File: src/rtl/counter_rr_arbiter.sv
// rtl/counter_rr_arbiter.sv - round-robin arbiter granting bursts on a shared 8-bit counter
module counter_rr_arbiter #(
    parameter int BURST_W = 4
) (
    input  logic               clk_i,
    input  logic               rst_ni,
    input  logic [3:0]         req_i,
    input  logic [BURST_W-1:0] burst_len_i,
    input  logic               ov_i,
    output logic [3:0]         gnt_o,
    output logic [1:0]         sel_o,
    output logic               en_o,
    output logic               clr_o,
    output logic               busy_o,
    output logic               done_o,
    output logic [3:0]         ov_flag_o
);

    typedef enum logic [1:0] {
        S_IDLE    = 2'd0,
        S_CLEAR   = 2'd1,
        S_RUN     = 2'd2,
        S_RELEASE = 2'd3
    } state_t;

    state_t             state_q;
    logic [3:0]         gnt_q;
    logic [1:0]         sel_q;
    logic               en_q;
    logic               clr_q;
    logic               busy_q;
    logic               done_q;
    logic [3:0]         ov_flag_q;
    logic [1:0]         last_owner_q;
    logic [BURST_W:0]   cnt_q;

    logic [1:0]         win_d;
    logic [BURST_W:0]   burst_d;

    // Round-robin pick: first requester above the last owner, wrapping, with the last owner itself last
    always_comb begin
        logic       found;
        logic [1:0] cand;
        win_d = last_owner_q;
        found = 1'b0;
        cand  = 2'd0;
        for (int i = 1; i <= 4; i++) begin
            cand = last_owner_q + 2'(i);
            if (!found && req_i[cand]) begin
                win_d = cand;
                found = 1'b1;
            end
        end
    end

    // A zero burst length stands for the full 2^BURST_W increments
    always_comb begin
        burst_d = {1'b0, burst_len_i};
        if (burst_len_i == '0) begin
            burst_d = {1'b1, {BURST_W{1'b0}}};
        end
    end

    // Grant FSM; every output is a register updated together with the state
    always_ff @(posedge clk_i or negedge rst_ni) begin
        if (!rst_ni) begin
            state_q      <= S_IDLE;
            gnt_q        <= 4'b0000;
            sel_q        <= 2'd0;
            en_q         <= 1'b0;
            clr_q        <= 1'b0;
            busy_q       <= 1'b0;
            done_q       <= 1'b0;
            ov_flag_q    <= 4'b0000;
            last_owner_q <= 2'd3;
            cnt_q        <= '0;
        end else begin
            case (state_q)
                S_IDLE: begin
                    if (|req_i) begin
                        state_q          <= S_CLEAR;
                        gnt_q            <= 4'b0001 << win_d;
                        sel_q            <= win_d;
                        clr_q            <= 1'b1;
                        busy_q           <= 1'b1;
                        cnt_q            <= burst_d;
                        ov_flag_q[win_d] <= 1'b0;
                    end
                end
                S_CLEAR: begin
                    state_q <= S_RUN;
                    clr_q   <= 1'b0;
                    en_q    <= 1'b1;
                end
                S_RUN: begin
                    if (ov_i) begin
                        ov_flag_q[sel_q] <= 1'b1;
                    end
                    cnt_q <= cnt_q - 1'b1;
                    // Leave after the last latched EN cycle, or early if the owner let go
                    if (!req_i[sel_q] || cnt_q == (BURST_W+1)'(1)) begin
                        state_q <= S_RELEASE;
                        en_q    <= 1'b0;
                        done_q  <= 1'b1;
                    end
                end
                S_RELEASE: begin
                    // The cycle right after the last EN still records an overflow
                    if (ov_i) begin
                        ov_flag_q[sel_q] <= 1'b1;
                    end
                    state_q      <= S_IDLE;
                    last_owner_q <= sel_q;
                    gnt_q        <= 4'b0000;
                    sel_q        <= 2'd0;
                    busy_q       <= 1'b0;
                    done_q       <= 1'b0;
                end
                default: begin
                    state_q <= S_IDLE;
                end
            endcase
        end
    end

    assign gnt_o     = gnt_q;
    assign sel_o     = sel_q;
    assign en_o      = en_q;
    assign clr_o     = clr_q;
    assign busy_o    = busy_q;
    assign done_o    = done_q;
    assign ov_flag_o = ov_flag_q;

endmodule

File: config.mk
export PLATFORM = sky130hd
export DESIGN_NAME = counter_rr_arbiter
export DESIGN_NICKNAME = d
export VERILOG_FILES = /design/src/rtl/counter_rr_arbiter.sv
export SDC_FILE = /design/constraint.sdc
export NUM_CORES = 1
export LEC_CHECK = 0
export ABC_CLOCK_PERIOD_IN_PS = 1700
export BUFFER_PORTS_ARGS = -buffer_cell sky130_fd_sc_hd__buf_4
export CORE_UTILIZATION = 40
export CTS_BUF_LIST = sky130_fd_sc_hd__clkbuf_16
export DETAILED_ROUTE_END_ITERATION = 6
export SETUP_SLACK_MARGIN = 0.02
export SYNTH_ARGS = -nofsm -noshare
export SYNTH_HDL_FRONTEND = slang
export SYNTH_SLANG_ARGS = --single-unit
File: constraint.sdc
create_clock -name clk_i -period 1.7 [get_ports clk_i]
set_clock_uncertainty 0.1 [all_clocks]
set_input_delay 0.34 -clock clk_i [delete_from_list [all_inputs] [get_ports clk_i]]
set_output_delay 0.34 -clock clk_i [all_outputs]
set_load 0.01 [all_outputs]
==> metrics <==
min-delay worst type=input port to register; CTS tree=yes; Hold Violations, Final=0; Hold EP=cnt_q[0]; register-to-register setup slack=-40 ps; first-pass GRT wire length=6.03 mm; Root Driver=clkbuf_16; arrival time of the worst setup path=1780 ps; Final #Nets=221; Area after DPL=0.00182 sq mm; FF-to-FF Start=sel_o[1]; post-synthesis cell type count=43; Port Buffers=24; layout cells sized above 1=50.0%; #FFs+latches synth=23; Peak VDD IR=0.860 mV; gr ovfl total=0; critical path startpoint category=register; Rel. slew slack=75.5%; DRT antenna net count=0; routed length per instance=15.0 microns; htree depth=1; slack of the critical path=-40.2 ps; Die W=60.9 microns; WL final=3.73 mm; Die Span Y=60.9 microns; Mapped Nets=162; final core utilization=61.6%; hpwl dp=2.70 mm; Synth area leaders=dfrtp_1, ha_1, o21ai_0, a21oi_1, dfstp_2; pwr dens=1860 mW/mm^2; P_leak=0.914 nW; Max Clock Freq=575 MHz; TritonCTS buffer count=3; final weighted congestion in routability-driven placement=0.852; n_diodes=0; vias in the first global route=1327; Synth async-reset ratio=100%; EDFF count, synth=0; Fillers=281; cell row count=21; I/O pins=25; unrepaired setup endpoints after global routing=true; period utilization=102%; most common cell in the synthesized netlist=dfrtp_1; Max Root-Sink Buffers=2; drt pass-1 iters=5; DR vias/cell=5.35; cell area after synthesis=0.00139 sq mm; Period minus WS final=1740 ps; kind of critical path=register to register; final slew viol count=0; Hold Crit Depth=3; GRT Util Overall=22.1%; Area Overhead vs Synth=48.4%; area of the core=0.00334 sq mm; ys flop type=dfrtp_1; Yosys top cell by area=dfrtp_1; vias=1327; initial antenna violation count=0; Starting Density=41.5%; Worst-path clk slew=60 ps; status=finished with violations; reg2reg end=state_q[1]; top cells by count, synth=dfrtp_1, o21ai_0, a21oi_1, inv_1, nand2_1; Cells after Synth=144; Worst-Margin Slew=366 ps; clock sinks=23; pin count of the biggest net entering global routing=24; register area=579 sq um; min-delay src=burst_len_i[0]; Mean Syn Cell Area=9.63 sq um; area of the multi-input gates=843 sq um; post-route design area=0.00206 sq mm; Worst-Skew Late Latency=260 ps; kind of end point of the critical path=register; Setup Viol. Count Final=2; post-synth top area share=37.9%; yosys warns=0; cells on worst reg2reg path=4; drt drc=0; failing checks=setup timing; register area share after synthesis=41.7%; initial DRC count=70; maxcap violations=0; CP required=1740 ps; CP max FO=2; Die Area=0.00371 sq mm
-- worst max-delay path by stage --
stage,start,to,slack (ps),cells after the start
finish,sel_o[1],state_q[1],-40,4
global route,sel_o[1],state_q[1],-90,4
CTS,cnt_q[1],state_q[1],-40,6
detailed placement,req_i[1],cnt_q[1],-210,7
global placement,req_i[3],state_q[1],-100,5
floorplan,sel_o[1],state_q[1],-60,4
-- critical path, stage by stage (launching register included) --
cell,delay (ps)
dfrtp_2,370
mux4_2,500
o41a_1,160
a21oi_2,200
mux2_4,310
-- sequential cells by signal, summed over array words and instances (netlist names) --
name and count:
busy_o 1, clr_o 1, cnt_q 5, done_o 1
en_o 1, gnt_o 4, last_owner_q 2, ov_flag_o 4
sel_o 2, state_q 2
-- cells by family after synthesis --
logic type	after synthesis	share of synthesized area, %
flops	23	41.7
mux	6	6.05
compound gates	52	25.1
simple gates	39	15.1
fa+ha+maj	7	6.32
buf+inv	17	5.78
-- placed cells by master (no fill, tap or decap), types with 2 or more instances in the layout --
master	count
a21oi_1	11
a31oi_1	5
buf_4	58
clkbuf_16	3
dfrtp_1	20
dfstp_2	2
ha_1	4
ha_4	2
inv_1	7
inv_2	5
mux2_2	2
mux2i_1	2
nand2_1	10
nor2_1	6
nor2_2	2
nor3_1	2
o211ai_1	2
o21ai_0	14
o21ai_2	3
o22ai_1	2
o2bb2ai_1	2
or2_2	3
-- final cells by class --
| type | instances | area share (%) |
|---|---|---|
| Multi-Input combinational cell | 104 | 41.0 |
| Tap cell | 46 | 2.80 |
| Clock buffer | 3 | 3.65 |
| Timing Repair Buffer | 60 | 22.2 |
| Inverter | 11 | 2.01 |
| Sequential cell | 23 | 28.2 |
| Clock inverter | 1 | 0.182 |
-- routing by layer --
layer  vias to the layer above  GRT usage, %  wire length (microns)
met3                        10          3.62                    107
met1                       645          30.6                   1730
met4                         0          8.77                     63
met2                        23          34.7                   1830
met5                         -             0                      0
li1                        649             -                      -
-- timing repair --
action                                 CTS  global route
pin swaps                                3             9
gates resized for setup                 10            17
endpoints found under the hold margin   21             0
buffers inserted                         4             2
hold buffers                             1             0
setup endpoints to repair               12            15
-- metrics by stage --
stage          hold WS, ps  setup TNS (ps)  setup WS (ps)  std cells  power (mW)
2_1_floorplan        -55.6           -64.0          -64.0        144        2.12
3_3_place_gp           149            -633           -103        238        2.91
3_5_place_dp           155           -1320           -206        238        2.98
4_1_cts                296           -99.9          -45.0        247        3.64
5_1_grt                311            -515          -93.6        248        4.13
6_report               278           -45.8          -40.2        248        3.83
-- where the power goes --
part | switching (mW) | total [mW] | internal [mW] | leakage (nW)
Combinational | 1.12 | 2.33 | 1.20 | 0.598
Sequential | 0.187 | 0.998 | 0.810 | 0.274
Clock | 0.192 | 0.506 | 0.314 | 0.0423
Total | 1.50 | 3.83 | 2.33 | 0.914
No activity file was read; power rests on OpenSTA's default activity.
